===== config.mk =====
export PLATFORM = sky130hd
export DESIGN_NAME = svm_stage_sequencer
export DESIGN_NICKNAME = d
export VERILOG_FILES = /design/src/rtl/svm_pkg.sv /design/src/rtl/svm_pix_fetch.sv /design/src/rtl/svm_stage_sequencer.sv
export SDC_FILE = /design/constraint.sdc
export NUM_CORES = 1
export LEC_CHECK = 0
export ABC_AREA = 0
export CAP_MARGIN = 10
export CELL_PAD_IN_SITES_DETAIL_PLACEMENT = 1
export CELL_PAD_IN_SITES_GLOBAL_PLACEMENT = 1
export CORE_ASPECT_RATIO = 1.25
export CORE_MARGIN = 5
export CORE_UTILIZATION = 50
export CTS_BUF_LIST = sky130_fd_sc_hd__clkbuf_4 sky130_fd_sc_hd__clkbuf_8
export DETAILED_ROUTE_END_ITERATION = 16
export DONT_BUFFER_PORTS = 1
export PLACE_DENSITY_LB_ADDON = 0.1
export SETUP_SLACK_MARGIN = 0.2
export SYNTH_ARGS = -nofsm -noshare
export SYNTH_HDL_FRONTEND = slang
export SYNTH_HIERARCHICAL = 1
export SYNTH_SLANG_ARGS = --single-unit
export TNS_END_PERCENT = 10

===== constraint.sdc =====
create_clock -name clk -period 3.3 [get_ports clk]
set_input_delay 0.33 -clock clk [delete_from_list [all_inputs] [get_ports clk]]
set_output_delay 0.33 -clock clk [all_outputs]
set_load 0.02 [all_outputs]

===== src/rtl/svm_pkg.sv =====
// ---------------------------------------------------------------------------
// svm_pkg
// Shared definitions for the cascaded-SVM stage control path:
//   - seq_state_t : encoding of the six stage-sequencer states
//   - DEF_*       : default geometry of one stage (pixel width, pixels per
//                   test vector, support vectors, kernel pipeline latency)
// ---------------------------------------------------------------------------
package svm_pkg;

  localparam int DEF_XLEN_PIXEL    = 8;
  localparam int DEF_NUM_OF_PIXELS = 784;
  localparam int DEF_NUM_OF_SV     = 10;
  localparam int DEF_KERNEL_LAT    = 3;

  typedef enum logic [2:0] {
    ST_IDLE     = 3'd0,
    ST_FETCH    = 3'd1,
    ST_DRAIN    = 3'd2,
    ST_DECIDE   = 3'd3,
    ST_WAIT_DEC = 3'd4,
    ST_DONE     = 3'd5
  } seq_state_t;

endpackage


===== src/rtl/svm_pix_fetch.sv =====
// ---------------------------------------------------------------------------
// svm_pix_fetch
// Pixel RAM request/return bookkeeping for one test vector.
//   clk, rst     : clock, asynchronous active-low reset
//   clear        : zero all counters and the address (accepted start)
//   active       : sequencer is in its fetch phase
//   pix_ready    : RAM accepts the current request
//   pix_valid    : RAM returns one pixel this cycle (in order)
//   pix_re       : read request, held while pixels remain to be issued
//   pix_addr     : address of the next request, saturating at the last pixel
//   fetch_done   : the final pixel is being returned this cycle
// ---------------------------------------------------------------------------
module svm_pix_fetch
  import svm_pkg::*;
#(
  parameter int NUM_OF_PIXELS = DEF_NUM_OF_PIXELS,
  parameter int PIX_AW        = $clog2(NUM_OF_PIXELS)
) (
  input  logic              clk,
  input  logic              rst,
  input  logic              clear,
  input  logic              active,
  input  logic              pix_ready,
  input  logic              pix_valid,
  output logic              pix_re,
  output logic [PIX_AW-1:0] pix_addr,
  output logic              fetch_done
);

  // One extra bit so the counters can represent the full pixel count.
  localparam int                CW        = PIX_AW + 1;
  localparam logic [CW-1:0]     N_TOTAL   = CW'(NUM_OF_PIXELS);
  localparam logic [CW-1:0]     N_LAST    = CW'(NUM_OF_PIXELS - 1);
  localparam logic [PIX_AW-1:0] ADDR_LAST = PIX_AW'(NUM_OF_PIXELS - 1);

  logic [CW-1:0] issued_reg;
  logic [CW-1:0] returned_reg;
  logic          accept;

  assign pix_re     = active && (issued_reg < N_TOTAL);
  assign accept     = pix_re && pix_ready;
  // Combinational so the sequencer leaves fetch on the same edge that
  // consumes the last pixel; that pixel's kernel_en is therefore not lost.
  assign fetch_done = active && pix_valid && (returned_reg == N_LAST);

  always_ff @(posedge clk or negedge rst) begin
    if (!rst) begin
      issued_reg   <= '0;
      returned_reg <= '0;
      pix_addr     <= '0;
    end else if (clear) begin
      issued_reg   <= '0;
      returned_reg <= '0;
      pix_addr     <= '0;
    end else begin
      if (accept) begin
        issued_reg <= issued_reg + 1'b1;
        if (pix_addr != ADDR_LAST) begin
          pix_addr <= pix_addr + 1'b1;
        end
      end
      if (active && pix_valid) begin
        returned_reg <= returned_reg + 1'b1;
      end
    end
  end

endmodule


===== src/rtl/svm_stage_sequencer.sv =====
// ---------------------------------------------------------------------------
// svm_stage_sequencer
// Controller for one cascaded-SVM stage: streams the test vector from pixel
// RAM into the kernel array, lets the kernel pipeline drain, steps the
// decision unit through every support vector, then captures the class.
//   clk, rst            : clock, asynchronous active-low reset
//   start / abort       : begin a classification / return to IDLE at once
//   busy / done         : run in progress / one-cycle result-valid pulse
//   pix_re, pix_addr    : pixel RAM request and address
//   pix_ready/pix_valid : RAM request accept / in-order data return
//   stall_MEM           : kernel hold (fetch gaps and the drain window)
//   kernel_clr          : one-cycle accumulator clear at run start
//   kernel_en           : kernels consume the returned pixel
//   decision_funct_en   : decision unit consumes the term at sv_idx
//   dec_valid,y_class_in: decision unit result
//   y_class             : registered class, held until the next start
// Build option: define SEQ_PERF_CNT_EN to add cycle_count[31:0], the number
// of busy cycles in the latest run (saturating).
// ---------------------------------------------------------------------------
module svm_stage_sequencer
  import svm_pkg::*;
#(
  parameter int NUM_OF_PIXELS = DEF_NUM_OF_PIXELS,
  parameter int NUM_OF_SV     = DEF_NUM_OF_SV,
  parameter int KERNEL_LAT    = DEF_KERNEL_LAT,
  parameter int PIX_AW        = $clog2(NUM_OF_PIXELS),
  parameter int SV_AW         = $clog2(NUM_OF_SV)
) (
  input  logic              clk,
  input  logic              rst,
  input  logic              start,
  input  logic              abort,
  output logic              busy,
  output logic              done,
  output logic              pix_re,
  output logic [PIX_AW-1:0] pix_addr,
  input  logic              pix_ready,
  input  logic              pix_valid,
  output logic              stall_MEM,
  output logic              kernel_clr,
  output logic              kernel_en,
  output logic              decision_funct_en,
  output logic [SV_AW-1:0]  sv_idx,
  input  logic              dec_valid,
  input  logic              y_class_in,
  output logic              y_class
`ifdef SEQ_PERF_CNT_EN
  ,
  output logic [31:0]       cycle_count
`endif
);

  localparam int               DW         = (KERNEL_LAT > 1) ? $clog2(KERNEL_LAT) : 1;
  localparam logic [DW-1:0]    DRAIN_LAST = DW'(KERNEL_LAT - 1);
  localparam logic [SV_AW-1:0] SV_LAST    = SV_AW'(NUM_OF_SV - 1);

  seq_state_t    state_reg;
  logic [DW-1:0] drain_cnt_reg;
  logic          fetch_active;
  logic          start_accept;
  logic          fetch_done;

  assign fetch_active = (state_reg == ST_FETCH);
  // abort outranks start even in IDLE
  assign start_accept = (state_reg == ST_IDLE) && start && !abort;

  // The kernel strobes follow the RAM return path directly so each returned
  // pixel is consumed in the cycle it arrives.
  assign kernel_en = fetch_active && pix_valid;
  assign stall_MEM = (fetch_active && !pix_valid) || (state_reg == ST_DRAIN);

  svm_pix_fetch #(
    .NUM_OF_PIXELS (NUM_OF_PIXELS),
    .PIX_AW        (PIX_AW)
  ) u_pix_fetch (
    .clk        (clk),
    .rst        (rst),
    .clear      (start_accept),
    .active     (fetch_active),
    .pix_ready  (pix_ready),
    .pix_valid  (pix_valid),
    .pix_re     (pix_re),
    .pix_addr   (pix_addr),
    .fetch_done (fetch_done)
  );

  always_ff @(posedge clk or negedge rst) begin
    if (!rst) begin
      state_reg         <= ST_IDLE;
      busy              <= 1'b0;
      done              <= 1'b0;
      kernel_clr        <= 1'b0;
      decision_funct_en <= 1'b0;
      sv_idx            <= '0;
      drain_cnt_reg     <= '0;
      y_class           <= 1'b0;
    end else begin
      kernel_clr <= 1'b0;
      done       <= 1'b0;
      if (abort) begin
        state_reg         <= ST_IDLE;
        busy              <= 1'b0;
        decision_funct_en <= 1'b0;
      end else begin
        case (state_reg)
          ST_IDLE: begin
            if (start) begin
              state_reg     <= ST_FETCH;
              busy          <= 1'b1;
              kernel_clr    <= 1'b1;
              y_class       <= 1'b0;
              sv_idx        <= '0;
              drain_cnt_reg <= '0;
            end
          end
          ST_FETCH: begin
            if (fetch_done) begin
              state_reg     <= ST_DRAIN;
              drain_cnt_reg <= '0;
            end
          end
          ST_DRAIN: begin
            if (drain_cnt_reg == DRAIN_LAST) begin
              state_reg         <= ST_DECIDE;
              decision_funct_en <= 1'b1;
              sv_idx            <= '0;
            end else begin
              drain_cnt_reg <= drain_cnt_reg + 1'b1;
            end
          end
          ST_DECIDE: begin
            // sv_idx is left on the last term while waiting for the result
            if (sv_idx == SV_LAST) begin
              state_reg         <= ST_WAIT_DEC;
              decision_funct_en <= 1'b0;
            end else begin
              sv_idx <= sv_idx + 1'b1;
            end
          end
          ST_WAIT_DEC: begin
            if (dec_valid) begin
              state_reg <= ST_DONE;
              y_class   <= y_class_in;
              done      <= 1'b1;
              busy      <= 1'b0;
            end
          end
          ST_DONE: state_reg <= ST_IDLE;
          default: state_reg <= ST_IDLE;
        endcase
      end
    end
  end

`ifdef SEQ_PERF_CNT_EN
  // Counts busy cycles; busy is already low in DONE, so the count freezes
  // there without a separate condition.
  always_ff @(posedge clk or negedge rst) begin
    if (!rst) begin
      cycle_count <= '0;
    end else if (start_accept) begin
      cycle_count <= '0;
    end else if (busy && (cycle_count != 32'hFFFF_FFFF)) begin
      cycle_count <= cycle_count + 32'd1;
    end
  end
`endif

endmodule


## After elaboration in Yosys (flattened, before gate mapping)

Cells that the tools add are included.

| word-level totals | value |
|---|---|
| bits in registers | 46 |
| input port bits | 8 |
| output and inout bits | 22 |
| word-level logic and storage cells | 102 |

| operators by class | value |
|---|---|
| add/subtract/negate cells | 5 |
| magnitude comparators | 1 |
| eq/ne operators | 19 |
| muxes and demuxes | 39 |
| bitwise operators | 1 |
| reduce and logical (&&, ||, !) cells | 26 |

Operators with widths:

| operator | number |
|---|---|
| two-way mux 11 bit | 4 |
| two-way mux 10 bit | 3 |
| adder 11 x 1 -> 11 bit, second input constant | 2 |
| two-way mux 3 bit | 6 |
| case mux 3 bit (5 select lines) | 1 |
| AND reduction 5 bit | 3 |
| two-way mux 1 bit | 14 |
| two-way mux 4 bit | 3 |
| case mux 4 bit (3 select lines) | 1 |
| nonzero test 3 bit | 4 |
| == test 11 x 10 -> 1 bit, second input constant | 1 |
| less-than comparator 11 x 10 -> 1 bit, second input constant | 1 |
| adder 10 x 1 -> 10 bit, second input constant | 1 |
| inequality test 10 bit, second input constant | 1 |
| inequality test 3 bit, second input constant | 3 |
| inequality test 2 bit, second input constant | 4 |
| nonzero test 2 bit | 4 |
| logical AND 1 bit | 7 |
| == test 3 x 2 -> 1 bit, second input constant | 2 |
| two-way mux 2 bit | 3 |
| inequality test 3 x 2 -> 1 bit, second input constant | 2 |
| case mux 1 bit (2 select lines) | 3 |
| case mux 2 bit (3 select lines) | 1 |
| AND reduction 3 bit | 2 |
| 13 further kinds | 15 |

## Logic depth before layout (Yosys ltp)

Gate-level depths: netlist (run 1).

| logic depth | value |
|---|---|
| depth in word-level cells | 6 |
| mapped depth | 10 |
| depth with buffers taken out | 9 |

## Hierarchy

Netlist (run 1), hierarchy kept.

Modules (own cells, without submodules):

| module | times used | cells each | area an instance (um^2) | sequential area each (um^2) |
|---|---|---|---|---|
| svm_pix_fetch | 1 | 177 | 1711.6 | 800.8 |
| svm_stage_sequencer | 1 | 81 | 857.1 | 350.3 |

## Least setup slack after synthesis (run 1)

OpenSTA, ideal clock, no wires.

| timing | value |
|---|---|
| kind | reg-to-reg |
| start point | register state_reg[1] |
| end point | register u_pix_fetch.issued_reg[7] |
| library setup time | 0.078 ns |
| arrival time | 2.275 ns |
| data required time | 3.222 ns |
| path slack | 0.947 ns |
| cell stages (with the launch flop) | 8 |
| buffers on the path | 2 |
| period minus slack after synthesis | 2.353 ns |
| cells stage by stage | dfrtp_1 > buf_6 > nor3_1 > and3b_1 > buf_2 > nand4_1 > or4_2 > a21oi_1 |

| on the way | value |
|---|---|
| longest elaborated chain between the ends | 4 |
| elaborated cells between the ends (all ways) | 8 |
| classes of those cells | 1 x eq/ne; 1 x mux; 6 x reduce/logical |

Ends and longest elaborated chain:

| what | line | source |
|---|---|---|
| start: declaration | svm_stage_sequencer.sv:57 | `seq_state_t state_reg;` |
| start signal: assignment | svm_stage_sequencer.sv:89 | `state_reg <= ST_IDLE;` |
| start signal: assignment | svm_stage_sequencer.sv:101 | `state_reg <= ST_IDLE;` |
| start signal: assignment | svm_stage_sequencer.sv:108 | `state_reg <= ST_FETCH;` |
| == test 3 x 1 -> 1 bit | svm_stage_sequencer.sv:63 | `assign fetch_active = (state_reg == ST_FETCH);` |
| net fetch_active | svm_stage_sequencer.sv:59 | `logic fetch_active;` |
| logical AND 1 bit | svm_pix_fetch.sv:40 | `assign pix_re = active && (issued_reg < N_TOTAL);` |
| logical AND 1 bit | svm_pix_fetch.sv:41 | `assign accept = pix_re && pix_ready;` |
| nonzero test 2 bit (no source line) | - |  |
| end signal: assignment | svm_pix_fetch.sv:57 | `issued_reg <= issued_reg + 1'b1;` |
| end: declaration | svm_pix_fetch.sv:36 | `logic [CW-1:0] issued_reg;` |

The timed path passes the listed nets, and every way through them passes these cells.
A chain may end at the register's enable or synchronous reset.

## Final worst setup path (run 1)

| timing | value |
|---|---|
| start point | register state_reg[0] |
| end point | register u_pix_fetch.issued_reg[7] |

Same word-level chain as after synthesis.

==> results.yml, run 1 <==
synthesis:
  synth_fp_nets: 272
  yosysSeqAreaShare_pct: 44.81
  synth_enable_flop_cells: 0
  async_flop_share_pct: 100.0
  yosys_warnings: 6
  ys_seq_elements: 46
  syn_area_um2: 2569
  synth_cell_types: 57
  ys.flop_type: "dfrtp_1"
  syn_avg_cell_area_um2: 9.956
  postSynthCellCount: 258
place:
  place_area_um2: 2585
  place_congestion: 0.7582
  hpwl_um: 3818
  io_buffer_count: 0
outcome:
  run_status: "complete, no violations"
min_path:
  hold_path.startpoint: "abort"
  hold_class: "in -> reg"
grt:
  grtUsageTotal_pct: 17.27
  grt_pass1_wl_um: 9453
  grt_pass1_vias: 1996
  grt_antenna_before_repair: 0
  grt_max_degree: 47
  grt_overflow: 0
critical_path:
  cp.required_ps: 3530
  crit-reg2reg-launch: "state_reg[0]$_DFFE_PN0P_"
  cp_top_family: "simple AND/OR/NAND/NOR gates"
  cp_cell_sequence: "inv_2 -> nor3_1 -> buf_4 -> and3b_1 -> nand4_1 -> or4_2 -> a21oi_1"
  critPathMaxFanout: 10
  path_class: "reg -> reg"
  slowest_delay_ps: 600
  cp_data_arrival_time_ps: 2800
  worst-path-buf-inv: 2
  cp-start-kind: "flop"
  crit_start: "state_reg[0]$_DFFE_PN0P_"
  slowest_stage: "or4_2"
  endpoint_kind: "flop"
sta:
  fmax_ghz: 0.3887
  rsz0062_at_grt: "no"
  layout_min_cycle_time_ps: 2573
  drv_slew: 0
  tightest_slew_ps: 829.5
  finalHoldViolCount: 0
  skew_ps: 10.82
  finalSetupTns_ps: 0
  finalSetupViolCount: 0
  slew_headroom_pct: 44.58
  period_share_pct: 77.96
cells_and_area:
  area_delta_synth_final_pct: 5.163
  final_cell_mix: "dfrtp_1, nor2_1, nand2_1, xor2_1, a21oi_1"
  antenna_cells: 0
  layout_commonest_cell: "dfrtp_1"
  drive_gt1_share_pct: 11.24
  finalNetCount: 272
  final_area_um2: 2701
clocking:
  cts_root_buffer: "clkbuf_8"
  clk_latency_ps: 290
  postCtsHoldBufs: 2
  postCtsResizedCells: 0
  clk_pin_slew_ps: 90
  cts_inserted_buffers: 5
  cts_tree: "built"
  clockBufferDepth: 2
  cts.sinks: 46
  cts_setup_buffers: 0
  cts_max_level: 2
floorplanning:
  ios: 30
  fp-row-count: 29
  die-width_um: 74.11
  die_h_um: 90.14
  die_area_um2: 6680
  start_util_pct: 50.93
  core_area_um2: 5044
drt:
  routed_wl_um: 5428
  viasPerCell: 5.972
  wl_per_cell_um: 16.96
  ant_nets: 0
  vias: 1911
  drt-pass1-iter-count: 4
  drc: 0
  drt_iter0_markers: 66
flow_run:
  maxCapViolations: 0
power:
  power.density_nw_per_um2: 400.8
  ir_worst_vdd_v: 0.0001983
  static-leakage-power_uw: 0.001162
cells in the mapped netlist, types with 3 or more instances:
master | number | area (um2)
xor2_1 | 14 | 122.6
nor2b_1 | 3 | 18.77
a21oi_1 | 13 | 65.06
nand2_1 | 20 | 75.07
mux2_4 | 3 | 45.04
or3_1 | 4 | 25.02
nand3b_1 | 3 | 22.52
nor4_1 | 3 | 18.77
ha_1 | 6 | 75.07
o31ai_1 | 5 | 37.54
nor3_1 | 5 | 25.02
nand4_1 | 8 | 50.05
inv_1 | 5 | 18.77
o21ai_1 | 4 | 20.02
o211ai_1 | 6 | 45.04
clkbuf_1 | 4 | 15.01
buf_6 | 4 | 45.04
nor2_1 | 26 | 97.59
o21ai_0 | 6 | 30.03
xnor2_1 | 3 | 26.28
dfrtp_1 | 46 | 1151
and3_1 | 7 | 43.79
and2_1 | 3 | 18.77
nand3_1 | 9 | 45.04
or4_1 | 7 | 52.55
kinds of logic after synthesis:
logic type / count (synthesis) / share of synthesized area (%)
mux: 6 / 2.971
compound gates: 49 / 13.74
fa+ha+maj: 6 / 2.922
simple gates: 116 / 25.77
buf+inv: 18 / 3.994
flops: 46 / 44.81
xor+xnor: 17 / 5.797
worst register-to-register path, cell delays in order, from the launching register on:
cell	delay [ps]
dfrtp_1	540
inv_2	130
nor3_1	240
buf_4	180
and3b_1	380
nand4_1	280
or4_2	600
a21oi_1	150
path summary, 6_finish.rpt:
path                                                           end  slack [ps]  depth (start not counted)
setup / recovery             u_pix_fetch/issued_reg[7]$_DFFE_PN0P_         730                          7
min in group asynchronous    u_pix_fetch/issued_reg[4]$_DFFE_PN0P_         540                          2
hold / removal                            state_reg[0]$_DFFE_PN0P_          90                          1
max in group asynchronous  u_pix_fetch/returned_reg[6]$_DFFE_PN0P_        2550                          2
hold reg to reg                       drain_cnt_reg[1]$_DFFE_PN0P_         530                          1
setup reg to reg             u_pix_fetch/issued_reg[7]$_DFFE_PN0P_         730                          7
through the flow:
step	hold slack (ps)	total power (uW)	utilization [%]	worst slack [ps]	cells
3_5_place_dp	35.55	758.7	51.25	756.1	311
6_report	92.78	1083	53.56	727.4	320
2_1_floorplan	34.41	732.1	-	947.0	258
4_1_cts	81.10	1104	53.56	741.3	320
5_1_grt	72.73	1142	53.56	505.7	320
3_3_place_gp	35.50	753.3	51.25	877.7	311
final cells by class:
class | count | area [um2]
clock buffers | 5 | 68.82
clock inverters | 2 | 10.01
fillers | 560 | 2342
inverters | 7 | 26.28
multi-input cells | 194 | 1315
flip-flops and latches | 46 | 1151
well taps | 62 | 77.57
repair buffers | 4 | 52.55
layer usage:
| metal | part of all wire (%) | up-vias | track usage (%) |
|---|---|---|---|
| li1 | - | 930 | - |
| met1 | 45 | 956 | 21.86 |
| met2 | 51 | 20 | 28.92 |
| met3 | 3.6 | 5 | 4.241 |
| met4 | 0.90 | 0 | 4.381 |
| met5 | 0 | - | 0 |
power breakdown:
part | switching, uW | leakage (uW) | internal, uW
logic | 67.9 | 0.000485 | 47.9
registers | 50.1 | 0.000633 | 594
clock network | 180 | 0.0000438 | 142
total | 298 | 0.00116 | 784
Power figures use the tool's default switching activity.
==> run 2, diff against run 1 <==
- ABC_AREA: 0 -> 1
- CORE_UTILIZATION: 50 -> 43
- clock period: 3.3 -> 2.2 ns (I/O delays scaled with it)
==> run 2 against run 1 <==
  * Via count rose by 36%
  * Die area up 24%
  * Synthesized cell count up 52%
  * Clock skew shrank 2.7 ps
  * Non-clock buffer count increased by 21
==> results.yml, run 2 <==
sta:
  skew_ps: 8.153
  period_share_pct: 87.82
  finalSetupViolCount: 0
  drv_slew: 0
  finalHoldViolCount: 0
  slew_headroom_pct: 72.58
  finalSetupTns_ps: 0
  rsz0062_at_grt: "yes"
  layout_min_cycle_time_ps: 1932
  fmax_ghz: 0.5176
  worst_slack_ps: 268.0
  tightest_slew_ps: 409.8
critical_path:
  critPathMaxFanout: 4
  cp_common_cell: "inv_2"
  slowest_delay_ps: 420
  cp.required_ps: 2430
  cp_cell_sequence: "inv_2 -> nor2_4 -> nand2_2 -> inv_2 -> nand2_2 -> nor2_4 -> inv_2 -> nor4_4 -> inv_1 -> nand4_1 -> nand2_1 -> nor2_2 -> nand3_1 -> nand2_1"
  slowest_stage: "dfrtp_1"
  cp-start-kind: "flop"
  endpoint_kind: "flop"
  path_class: "reg -> reg"
  cp_data_arrival_time_ps: 2160
synthesis:
  synth_cell_types: 34
  synthSimpleGateAreaFrac_pct: 38.99
  synth_fp_nets: 407
  synth_top_area_cell: "dfrtp_1"
  muxShareOfSynthArea_pct: 0
  synth_top_family_by_area: "simple AND/OR/NAND/NOR gates"
  synth_top_area_share_pct: 41.00
  ys_top_cells_by_count: "nand2_1, inv_1, dfrtp_1, nor2_1, nand3_1"
  synth-compound-area-share_pct: 5.481
  async_flop_share_pct: 100.0
  yosys_warnings: 6
  yosysSeqAreaShare_pct: 41.00
  synth_adder_area_share_pct: 2.674
  syn_area_um2: 2808
  synth_enable_flop_cells: 0
  syn_avg_cell_area_um2: 7.144
  yosys.area_share.xor_xnor_pct: 2.807
  post-synth-top-count-cell: "nand2_1"
  ys_seq_elements: 46
  ys.flop_type: "dfrtp_1"
  ys_top_cells_by_area: "dfrtp_1, nand2_1, inv_1"
  postSynthCellCount: 393
cells_and_area:
  area_delta_synth_final_pct: 17.47
  layout_commonest_cell: "nand2_1"
  finalNetCount: 435
  final_cell_mix: "nand2_1, inv_1, dfrtp_1, nor2_1, nand3_1"
  antenna_cells: 0
  final.fill_count: 849
  drive_gt1_share_pct: 17.54
grt:
  grtUsageTotal_pct: 18.93
  grt_busiest_layer: "met2"
  grt_max_degree: 47
  grt_antenna_before_repair: 0
  grt_use_met3_pct: 3.860
  grt_pass1_wl_um: 12390
  grt_pass1_vias: 2704
  groute.layer.met1.usage_pct: 22.05
  grt_util_met2_pct: 34.01
  grt_overflow: 0
floorplanning:
  core_area_um2: 6441
  start_util_pct: 43.59
  fp-row-count: 33
  die_area_um2: 8256
  die_h_um: 100.3
  ios: 30
  die-width_um: 82.28
drt:
  drt-pass1-iter-count: 4
  ant_nets: 0
  drt_iter0_markers: 123
  routed_wl_um: 7659
  drc: 0
  viasPerCell: 5.112
  wl_per_cell_um: 15.05
  vias: 2602
clocking:
  clk_latency_ps: 300
  cts_root_buffer: "clkbuf_8"
  clockBufferDepth: 2
  cts_inserted_buffers: 5
  cts.sinks: 46
  cts_tree: "built"
  cts_max_level: 2
  clk_pin_slew_ps: 90
min_path:
  hold_class: "in -> reg"
place:
  io_buffer_count: 0
  place_congestion: 0.8463
  pre_cts_ws_ps: 27.17
  hpwl_um: 5120
outcome:
  run_status: "complete, no violations"
power:
  static-leakage-power_uw: 0.001666
  ir_worst_vdd_v: 0.0004592
  power.density_nw_per_um2: 905.1
flow_run:
  maxCapViolations: 0
==> run 2: cell count changes in the layout (fill, tap and decap cells not counted), sizes merged, moves of 5 or more <==
cell    previous run  this run
nor2              28        50
xor2              14         7
nand4              8        13
or4                8         0
inv                7        57
and3               7         1
o31ai              5         0
nand3              9        38
buf                3        23
o211ai             6         1
nand2             20       127
==> run 2: area by class of cell <==
type / instances / area (um2) / share of cell area (%)
multi-input combinational: 285 / 1471 / 44.61
sequential: 46 / 1154 / 34.98
timing repair buffer: 25 / 229.0 / 6.942
inverter: 58 / 226.5 / 6.866
tap: 87 / 108.9 / 3.300
clock buffer: 5 / 68.82 / 2.086
clock inverter: 3 / 40.04 / 1.214
==> run 2: worst paths after layout <==
kind                                                         from                                     end  slack, ps  depth (start not counted)
max in group asynchronous                                     rst                state_reg[2]$_DFFE_PN0P_       1500                          2
max reg2reg                              state_reg[0]$_DFFE_PN0P_                state_reg[2]$_DFFE_PN0P_        270                         14
min in group asynchronous                                     rst                   sv_idx[2]$_DFFE_PN0P_        440                          2
min                                                    y_class_in                     y_class$_DFFE_PN0P_         50                          2
min reg2reg                u_pix_fetch/issued_reg[10]$_DFFE_PN0P_  u_pix_fetch/issued_reg[10]$_DFFE_PN0P_        520                          2
max                                      state_reg[0]$_DFFE_PN0P_                state_reg[2]$_DFFE_PN0P_        270                         14
==> run 2: repair_timing <==
item	CTS	global route
hold buffers	3	0
endpoints found under the setup margin	15	25
resized for setup	3	20
setup buffers	0	16
hold endpoints to repair	47	0
cloned	0	1
pin swaps	0	10
==> run 2: power breakdown <==
part	leakage, uW	internal, uW	switching, uW	total, uW
combinational	0.000984	426	715	1140
sequential	0.000624	980	223	1200
clock	0.0000579	335	306	641
total	0.00167	1740	1240	2990
==> run 2: metal layers <==
metal  wire [um]  vias to the layer above
met5           0                        -
met1        3166                     1264
met4          70                        0
met2        4178                       35
li1            -                     1297
met3         244                        6
==> run 2: cell families (layout without fill, tap and decap cells) <==
logic type / count (synthesis) / after routing
buffers and inverters: 63 / 91
and+or+nand+nor: 241 / 242
DFF: 46 / 46
xor gates and xnor gates: 9 / 9
AOI/OAI and AO/OA: 28 / 28
adders and majority gates: 6 / 6
==> run 2: critical path: cells and delay by family, from the launching register on <==
kind / cells / cell delay [ps]
and+or+nand+nor: 10 / 1150
DFF: 1 / 420
buffers and inverters: 4 / 310
==> run 2: per-stage QoR <==
stage | utilization (%) | area [um2] | instances | hold WS, ps | power, uW
finish | 51.20 | 3298 | 509 | 49.50 | 2985
CTS | 48.02 | 3093 | 492 | 40.28 | 2780
global placement | 45.42 | 2925 | 481 | -74.41 | 2049
global route | 51.20 | 3298 | 509 | 41.56 | 3205
floorplan | - | 2808 | 393 | -75.59 | 1848
detailed placement | 45.42 | 2925 | 481 | -74.36 | 2090
==> run 3, diff against run 2 <==
- ABC_AREA: 1 -> unset
- CORE_UTILIZATION: 43 -> 46
==> run 3 against run 2 <==
  * Clock power hardly changed
  * Setup slack worse by 25 ps
  * Sequential share of layout area is 4.9 points higher
  * First-iteration DRC count is 60% lower
  * Core utilization is 2.0 points higher
  * Design area is 12% lower
  * Register-to-register slack worse by 30 ps
  * Non-clock buffer count is 5 lower
  * Clock skew is 1.4 ps lower
  * Combinational power is 82% lower
  * Die area is 13% lower
  * Largest cell class unchanged
==> results.yml, run 3 (synthesis results as in run 1) <==
outcome:
  run_status: "complete, no violations"
cells_and_area:
  utilization_pct: 53.24
  final_cell_mix: "dfrtp_1, nor2_1, nand2_1, buf_4, xor2_1"
  final.fill_count: 603
  layout_commonest_cell: "dfrtp_1"
  drive_gt1_share_pct: 19.27
  antenna_cells: 0
  multi_input_area_um2: 1346
  final_area_um2: 2898
  seq_area_um2: 1156
  area_delta_synth_final_pct: 12.81
  finalNetCount: 288
critical_path:
  path_class: "reg -> reg"
  cp_data_arrival_time_ps: 2140
  cp_top_family: "simple AND/OR/NAND/NOR gates"
  endpoint_kind: "flop"
  worst-path-buf-inv: 0
  slowest_delay_ps: 550
  cp_cell_sequence: "or4_1 -> nor4_1 -> and2b_2 -> o21bai_4 -> mux2_4"
  slowest_stage: "or4_1"
  critPathMaxFanout: 6
  cp.required_ps: 2390
  cp-start-kind: "flop"
grt:
  grt_pass1_wl_um: 10190
  grt_pass1_vias: 2107
  grt_max_degree: 47
  grt_overflow: 0
  grtUsageTotal_pct: 17.43
  grt_antenna_before_repair: 0
drt:
  routed_wl_um: 6029
  drt-pass1-iter-count: 4
  ant_nets: 0
  drt_iter0_markers: 49
  vias: 1982
  drc: 0
  wl_per_cell_um: 17.78
  viasPerCell: 5.847
floorplanning:
  die_h_um: 93.55
  start_util_pct: 47.20
  core_area_um2: 5443
  ios: 30
  die_area_um2: 7188
  die-width_um: 76.84
  fp-row-count: 30
sta:
  tightest_slew_ps: 498.0
  finalSetupTns_ps: 0
  period_share_pct: 88.97
  fmax_ghz: 0.5109
  finalHoldViolCount: 0
  finalSetupViolCount: 0
  skew_ps: 6.778
  rsz0062_at_grt: "yes"
  slew_headroom_pct: 66.80
  drv_slew: 0
  worst_slack_ps: 242.6
  layout_min_cycle_time_ps: 1957
clocking:
  clk_pin_slew_ps: 90
  clk_latency_ps: 300
  cts_tree: "built"
  cts_root_buffer: "clkbuf_8"
  cts_inserted_buffers: 5
  cts.sinks: 46
  clockBufferDepth: 2
  cts_max_level: 2
place:
  pre_cts_ws_ps: 127.7
  io_buffer_count: 0
  place_area_um2: 2706
  hpwl_um: 4162
  place_congestion: 0.7492
power:
  power_uw: 1809
  power.density_nw_per_um2: 624.3
  static-leakage-power_uw: 0.001253
  ir_worst_vdd_v: 0.0002915
flow_run:
  maxCapViolations: 0
min_path:
  hold_class: "in -> reg"
run 3: through the flow:
stage / hold slack (ps) / instances
after floorplan: -75.59 / 258
after global placement: -74.19 / 325
after detailed placement: -73.44 / 325
after CTS: 57.62 / 336
after global routing: 66.59 / 339
final: 72.40 / 339
run 3: path summary, 6_finish.rpt:
| path | from | end | slack (ps) | depth (start not counted) |
|---|---|---|---|---|
| setup / recovery | u_pix_fetch/returned_reg[5]$_DFFE_PN0P_ | drain_cnt_reg[0]$_DFFE_PN0P_ | 240 | 5 |
| hold / removal | pix_valid | u_pix_fetch/returned_reg[1]$_DFFE_PN0P_ | 70 | 2 |
| setup reg to reg | u_pix_fetch/returned_reg[5]$_DFFE_PN0P_ | drain_cnt_reg[0]$_DFFE_PN0P_ | 240 | 5 |
| hold reg to reg | drain_cnt_reg[1]$_DFFE_PN0P_ | drain_cnt_reg[1]$_DFFE_PN0P_ | 530 | 1 |
| max in group asynchronous | rst | u_pix_fetch/pix_addr[0]$_DFFE_PN0P_ | 1530 | 2 |
| min in group asynchronous | rst | u_pix_fetch/issued_reg[8]$_DFFE_PN0P_ | 430 | 2 |
run 3: repair_timing:
item | 4_1_cts | 5_1_grt
cloned | 0 | 0
endpoints found under the hold margin | 52 | 0
pin swaps | 0 | 2
setup buffers | 0 | 3
hold buffers | 3 | 0
endpoints found under the setup margin | 6 | 15
gates resized for setup | 1 | 5
run 3: routing by layer:
metal | track usage, % | wire [um]
met2 | 31.09 | 3111
met1 | 20.69 | 2646
met3 | 4.335 | 213
met5 | 0 | 0
met4 | 4.665 | 57
run 3: area by class of cell:
type / instances / share of cell area, %
clock inverters: 2 / 1.295
well taps: 64 / 2.763
clock buffers: 6 / 2.634
repair buffers: 20 / 6.045
inverters: 7 / 0.9067
multi-input cells: 194 / 46.46
flip-flops and latches: 46 / 39.90
run 3: power breakdown:
group	total [uW]	internal, uW	switching, uW
clock network	644	352	293
registers	961	893	68.3
logic	204	86.6	117
total	1810	1330	478
